File: src/rtl/dcache_meta_altram.sv
`default_nettype none
// ============================================================================
// Module      : dcache_meta_altram
// Description : Data-cache metadata array (valid/dirty/LRU/tag slices) held
//               in a simple dual-port block RAM. It supports per-bit masked
//               writes. A same-address read and write on one edge returns the
//               post-write value. A flush, or reset, starts a hardware sweep
//               that zeroes every entry. While the sweep runs, busy is high,
//               requestor writes are dropped and reads return zero.
// Revision    : 1.0 - initial release
// ============================================================================
module dcache_meta_altram #(
  parameter int DATA_WIDTH = 1,
  parameter int INDEX_BITS = 8
) (
  input  logic                  clock,
  input  logic                  aclr,
  input  logic                  flush,
  output logic                  busy,
  input  logic                  rden,
  input  logic [INDEX_BITS-1:0] rdaddress,
  output logic [DATA_WIDTH-1:0] q,
  input  logic                  wren,
  input  logic [INDEX_BITS-1:0] wraddress,
  input  logic [DATA_WIDTH-1:0] wmask,
  input  logic [DATA_WIDTH-1:0] data
);

  localparam int                  c_num_entries = 2 ** INDEX_BITS;
  localparam logic [INDEX_BITS-1:0] c_last_index = '1;

  typedef enum logic [0:0] {
    ST_IDLE  = 1'b0,
    ST_SWEEP = 1'b1
  } state_t;

  state_t                r_state;
  state_t                w_state_next;
  logic [INDEX_BITS-1:0] r_count;
  logic [INDEX_BITS-1:0] w_count_next;

  // RAM write-port controls. The sweep takes the write port over from the requestor.
  logic                  w_ram_we;
  logic [INDEX_BITS-1:0] w_ram_waddr;
  logic [DATA_WIDTH-1:0] w_ram_wmask;
  logic [DATA_WIDTH-1:0] w_ram_wdata;

  // Block RAM storage and its raw synchronous read register. Neither is reset.
  logic [DATA_WIDTH-1:0] r_mem [0:c_num_entries-1];
  logic [DATA_WIDTH-1:0] r_ram_q;

  // Read-side bookkeeping, all asynchronously cleared.
  logic                  r_rd_valid;   // a read was issued on the previous edge
  logic                  r_rd_zero;    // that read happened during a sweep
  logic                  r_fwd_en;     // that read collided with an accepted write
  logic [DATA_WIDTH-1:0] r_fwd_mask;
  logic [DATA_WIDTH-1:0] r_fwd_data;
  logic [DATA_WIDTH-1:0] r_q_hold;     // q value presented while no new read arrives
  logic [DATA_WIDTH-1:0] w_q_new;

  // Sweep FSM state and counter. Reset enters the sweep at entry 0.
  always_ff @(posedge clock or posedge aclr) begin
    if (aclr) begin
      r_state <= ST_SWEEP;
      r_count <= '0;
    end else begin
      r_state <= w_state_next;
      r_count <= w_count_next;
    end
  end

  // Sweep FSM next state. Flush is only honoured in IDLE, so a sweep is never extended.
  always_comb begin
    w_state_next = r_state;
    w_count_next = r_count;
    case (r_state)
      ST_IDLE: begin
        if (flush) begin
          w_state_next = ST_SWEEP;
          w_count_next = '0;
        end
      end
      ST_SWEEP: begin
        w_count_next = r_count + 1'b1;
        if (r_count == c_last_index) begin
          w_state_next = ST_IDLE;
        end
      end
      default: begin
        w_state_next = ST_SWEEP;
        w_count_next = '0;
      end
    endcase
  end

  assign busy = (r_state == ST_SWEEP);

  // Write-port arbitration: the sweep zeroes one entry per edge, otherwise the requestor writes.
  always_comb begin
    w_ram_we    = 1'b0;
    w_ram_waddr = wraddress;
    w_ram_wmask = wmask;
    w_ram_wdata = data;
    if (busy) begin
      w_ram_we    = 1'b1;
      w_ram_waddr = r_count;
      w_ram_wmask = '1;
      w_ram_wdata = '0;
    end else if (wren) begin
      w_ram_we    = 1'b1;
    end
  end

  // RAM write port with per-bit write enables.
  always_ff @(posedge clock) begin
    if (w_ram_we) begin
      for (int i = 0; i < DATA_WIDTH; i++) begin
        if (w_ram_wmask[i]) begin
          r_mem[w_ram_waddr][i] <= w_ram_wdata[i];
        end
      end
    end
  end

  // RAM read port. On a same-address collision the RAM returns the old entry.
  always_ff @(posedge clock) begin
    if (rden) begin
      r_ram_q <= r_mem[rdaddress];
    end
  end

  // Capture the read context so the merged, zeroed or held value can be formed next cycle.
  always_ff @(posedge clock or posedge aclr) begin
    if (aclr) begin
      r_rd_valid <= 1'b0;
      r_rd_zero  <= 1'b0;
      r_fwd_en   <= 1'b0;
      r_fwd_mask <= '0;
      r_fwd_data <= '0;
      r_q_hold   <= '0;
    end else begin
      r_rd_valid <= rden;
      r_rd_zero  <= rden & busy;
      r_fwd_en   <= rden & ~busy & wren & (rdaddress == wraddress);
      if (rden) begin
        r_fwd_mask <= wmask;
        r_fwd_data <= data;
      end
      if (r_rd_valid) begin
        r_q_hold <= w_q_new;
      end
    end
  end

  // Fresh read result: zero during a sweep, or the old entry merged with the colliding write.
  always_comb begin
    w_q_new = r_ram_q;
    if (r_rd_zero) begin
      w_q_new = '0;
    end else if (r_fwd_en) begin
      w_q_new = (r_ram_q & ~r_fwd_mask) | (r_fwd_data & r_fwd_mask);
    end
  end

  assign q = r_rd_valid ? w_q_new : r_q_hold;

endmodule
`default_nettype wire

File: config.mk
export PLATFORM = sky130hd
export DESIGN_NAME = dcache_meta_altram
export DESIGN_NICKNAME = d
export VERILOG_FILES = /design/src/rtl/dcache_meta_altram.sv
export SDC_FILE = /design/constraint.sdc
export NUM_CORES = 1
export LEC_CHECK = 0
export CORE_UTILIZATION = 50
export DETAILED_ROUTE_END_ITERATION = 10
export PLACE_DENSITY = 0.68
export SLEW_MARGIN = 20
export SYNTH_ARGS = -nofsm -noshare
export SYNTH_HDL_FRONTEND = slang
export SYNTH_SLANG_ARGS = --single-unit
File: constraint.sdc
create_clock -name clock -period 10.6 [get_ports clock]
set_input_delay 1.06 -clock clock [delete_from_list [all_inputs] [get_ports clock]]
set_output_delay 1.06 -clock clock [all_outputs]
set_load 0.02 [all_outputs]
==> flow_metrics.env <==
export IMPL_cp_end_kind="flip-flop"
export IMPL_setup_tns_ps=0
export IMPL_core_area_sq_mm=0.0237
export IMPL_synthArstFlopShare_pct=5.51
export IMPL_holdBufCountCts=0
export IMPL_dpl_hpwl_microns=16800
export IMPL_clk_path_buf_depth=3
export IMPL_power_switching_w=0.000727
export IMPL_cts_tree="done"
export IMPL_reg2regPathDepth=4
export IMPL_multi_input_area_sq_mm=0.00373
export IMPL_synth_seq_cells=272
export IMPL_routedWlPerCell_microns=21.9
export IMPL_pwr_share_comb_pct=16.2
export IMPL_nFillCells=1960
export IMPL_dr_pass1_iters=5
export IMPL_grt_pass1_wl_microns=41300
export IMPL_die_height_microns=158
export IMPL_drive_gt1_share_pct=9.19
export IMPL_setup_viol=0
export IMPL_min_from="r_q_hold$_DFF_PP0_"
export IMPL_yosysWarnings=0
export IMPL_htreeDepth=1
export IMPL_cts_resized=0
export IMPL_switching_share_pct=28.3
export IMPL_dp_slack_ps=6400
export IMPL_regArea_sq_mm=0.00809
export IMPL_grt_pass1_vias=7139
export IMPL_final_common_cell="nor2_1"
export IMPL_die_area_sq_mm=0.0250
export IMPL_synthDistinctLibCells=45
export IMPL_grt_ovfl_total=0
export IMPL_worst_pin_slew_ps=1110
export IMPL_clockPowerShare_pct=36.2
export IMPL_post_synth_cell_area_avg_sq_um=13.4
export IMPL_internal_power_w=0.00184
export IMPL_cts_root_buf="clkbuf_16"
export IMPL_antenna_found_initial=0
export IMPL_grt_setup_unrepaired="no"
export IMPL_fin_nets=928
export IMPL_finClkSkew_ps=9.58
export IMPL_finalNonFillerCells=1244
export IMPL_p_leak_nw=4.30
export IMPL_numCtsBuffers=28
export IMPL_yosysSeqAreaShare_pct=66.5
export IMPL_gp_congestion=0.807
export IMPL_insertion_delay_ps=530
export IMPL_reg2reg_from="busy$_DFF_PP1_"
export IMPL_num_io_pins=25
export IMPL_cts_sinks=272
export IMPL_synthCells=909
export IMPL_worstPathRequired_ps=10970
export IMPL_via_count=7483
export IMPL_area_growth_pct=10.2
export IMPL_port_buffers=24
export IMPL_rows=56
export IMPL_grt_max_degree=257
export IMPL_ant_nets=0
export IMPL_fin_ws_ps=6920
export IMPL_drt_initial_drc_count=746
export IMPL_clk_pin_slew_ps=60
export IMPL_hold_viol=0
export IMPL_dp_cells=1193
export IMPL_die_w_microns=158
export IMPL_hold_depth=1
export IMPL_synth_flop_cell="edfxtp_1"
export IMPL_final_core_util_pct=56.7
export IMPL_ff2ff_setup_slack_ps=7300
export IMPL_vias_per_cell=6.02
export IMPL_p_seq_share_pct=47.6
export IMPL_path_max_fanout=50
export IMPL_final_max_slew_viol_count=0
export IMPL_n_antenna_cell=0
export IMPL_power_density_mw_per_mm2=191
export IMPL_min_to="r_q_hold$_DFF_PP0_"
export IMPL_period_share_pct=34.7
export IMPL_final_cell_mix="271 x nor2_1, 257 x edfxtp_1, 52 x mux2i_1, 44 x nand2_1, 32 x mux4_2"
export IMPL_syn_area_sq_mm=0.0122
export IMPL_postCtsSetupBuffers=0
export IMPL_wl_microns=27300
export IMPL_hold_slack_ps=503
export IMPL_grt_use_total_pct=22.8
export IMPL_drc_errors=0
export IMPL_initial_core_util_pct=51.4
export IMPL_reg2reg_to="r_mem[19]$_DFFE_PP_"
export IMPL_synth_edff_count=257
export IMPL_vdd_drop_max_mv=0.150
export IMPL_hp_class="flip-flop to flip-flop"
export IMPL_relSlewSlack_pct=25.7
export IMPL_synth_nets=933
export IMPL_path_class="input port to flip-flop"
export IMPL_fin_crit_ps=3680
export IMPL_worstPathArrival_ps=4050
export IMPL_start_kind="input port"
export IMPL_max_freq_mhz=272
export IMPL_drv_cap=0
export IMPL_status="finished clean"
==> power groups by stage <==
| stage | Combinational [W] | Sequential, W | Clock [W] |
|---|---|---|---|
| 2_1_floorplan | 0.000273 | 0.00124 | 0 |
| 3_3_place_gp | 0.000406 | 0.00124 | 0 |
| 3_5_place_dp | 0.000412 | 0.00124 | 0 |
| 4_1_cts | 0.000412 | 0.00122 | 0.000943 |
| 5_1_grt | 0.000446 | 0.00123 | 0.000977 |
| 6_report | 0.000416 | 0.00122 | 0.000931 |
==> registers in the layout, summed over array words and instances, names as in the netlist <==
| name | flops |
|---|---|
| r_fwd_en | 1 |
| r_ram_q | 1 |
| busy | 1 |
| r_count | 8 |
| r_fwd_data | 1 |
| r_rd_valid | 1 |
| r_rd_zero | 1 |
| r_q_hold | 1 |
| r_mem | 256 |
| r_fwd_mask | 1 |
==> cell type report <==
cell class	count	share of cell area (%)
Multi-Input combinational cell	562	27.8
Clock buffer	40	6.01
Timing Repair Buffer	28	2.07
Inverter	12	0.336
Sequential cell	272	60.3
Clock inverter	11	0.550
Tap cell	319	2.97
==> worst max path at each step <==
stage | to | start | cells past startpoint | slack [ps]
6_report | r_ram_q$_DFFE_PP_ | rdaddress[1] | 8 | 6920
5_1_grt | r_ram_q$_DFFE_PP_ | rdaddress[1] | 8 | 6640
4_1_cts | r_ram_q$_DFFE_PP_ | rdaddress[1] | 8 | 6960
3_5_place_dp | r_ram_q$_DFFE_PP_ | rdaddress[1] | 8 | 6400
3_3_place_gp | r_ram_q$_DFFE_PP_ | rdaddress[1] | 8 | 6380
2_1_floorplan | r_mem[0]$_DFFE_PP_ | busy$_DFF_PP1_ | 4 | 1920
==> through the flow <==
stage          total power (W)  cell area [sq um]
4_1_cts                0.00258              13400
3_5_place_dp           0.00166              12500
2_1_floorplan          0.00151              12200
3_3_place_gp           0.00165              12500
5_1_grt                0.00265              13400
6_report               0.00257              13400
==> synth_stat cells, drive strengths merged, types with 2 or more instances <==
cell type	count	share of area, %
nor2	271	8.4
edfxtp	257	63
mux2i	52	4.3
nand2	44	1.4
mux4	42	8.1
clkbuf	38	1.2
nand3	28	1.2
o22ai	27	1.4
buf	25	1.4
dfrtp	14	2.9
inv	12	0.37
o21ai	11	0.45
a22o	8	0.58
a22oi	8	0.49
xnor2	8	0.58
a21oi	6	0.25
nand2b	6	0.31
nor4	6	0.31
mux2	5	0.46
nand3b	5	0.31
a31oi	4	0.21
nor2b	4	0.21
o32ai	4	0.29
a32o	3	0.25
nor3	3	0.12
a2111oi	2	0.14
a311oi	2	0.14
and2	2	0.10
nand4	2	0.10
==> layer usage <==
layer | GRT usage (%) | routed length, microns | vias to the layer above
li1 | - | - | 3349
met5 | 0 | 0 | -
met2 | 35.8 | 12600 | 327
met4 | 7.65 | 834 | 0
met1 | 32.0 | 11600 | 3758
met3 | 4.24 | 2260 | 49
==> critical path, cell delays in order <==
cell	delay, ps
buf_4	260
buf_4	770
nand3_1	730
o22ai_1	370
nor3_1	80
a2111oi_0	480
a21oi_1	70
a22oi_1	170
==> cell families (layout without fill, tap and decap cells) <==
logic type	after synthesis	count (layout)	share of synthesized area [%]
AOI/OAI and AO/OA	81	81	4.58
xor gates and xnor gates	8	8	0.575
adders and majority gates	1	1	0.103
buffers and inverters	75	91	2.99
DFF	272	272	66.5
muxes	99	99	12.8
and+or+nand+nor	373	373	12.5
No activity file was read; power rests on OpenSTA's default activity.
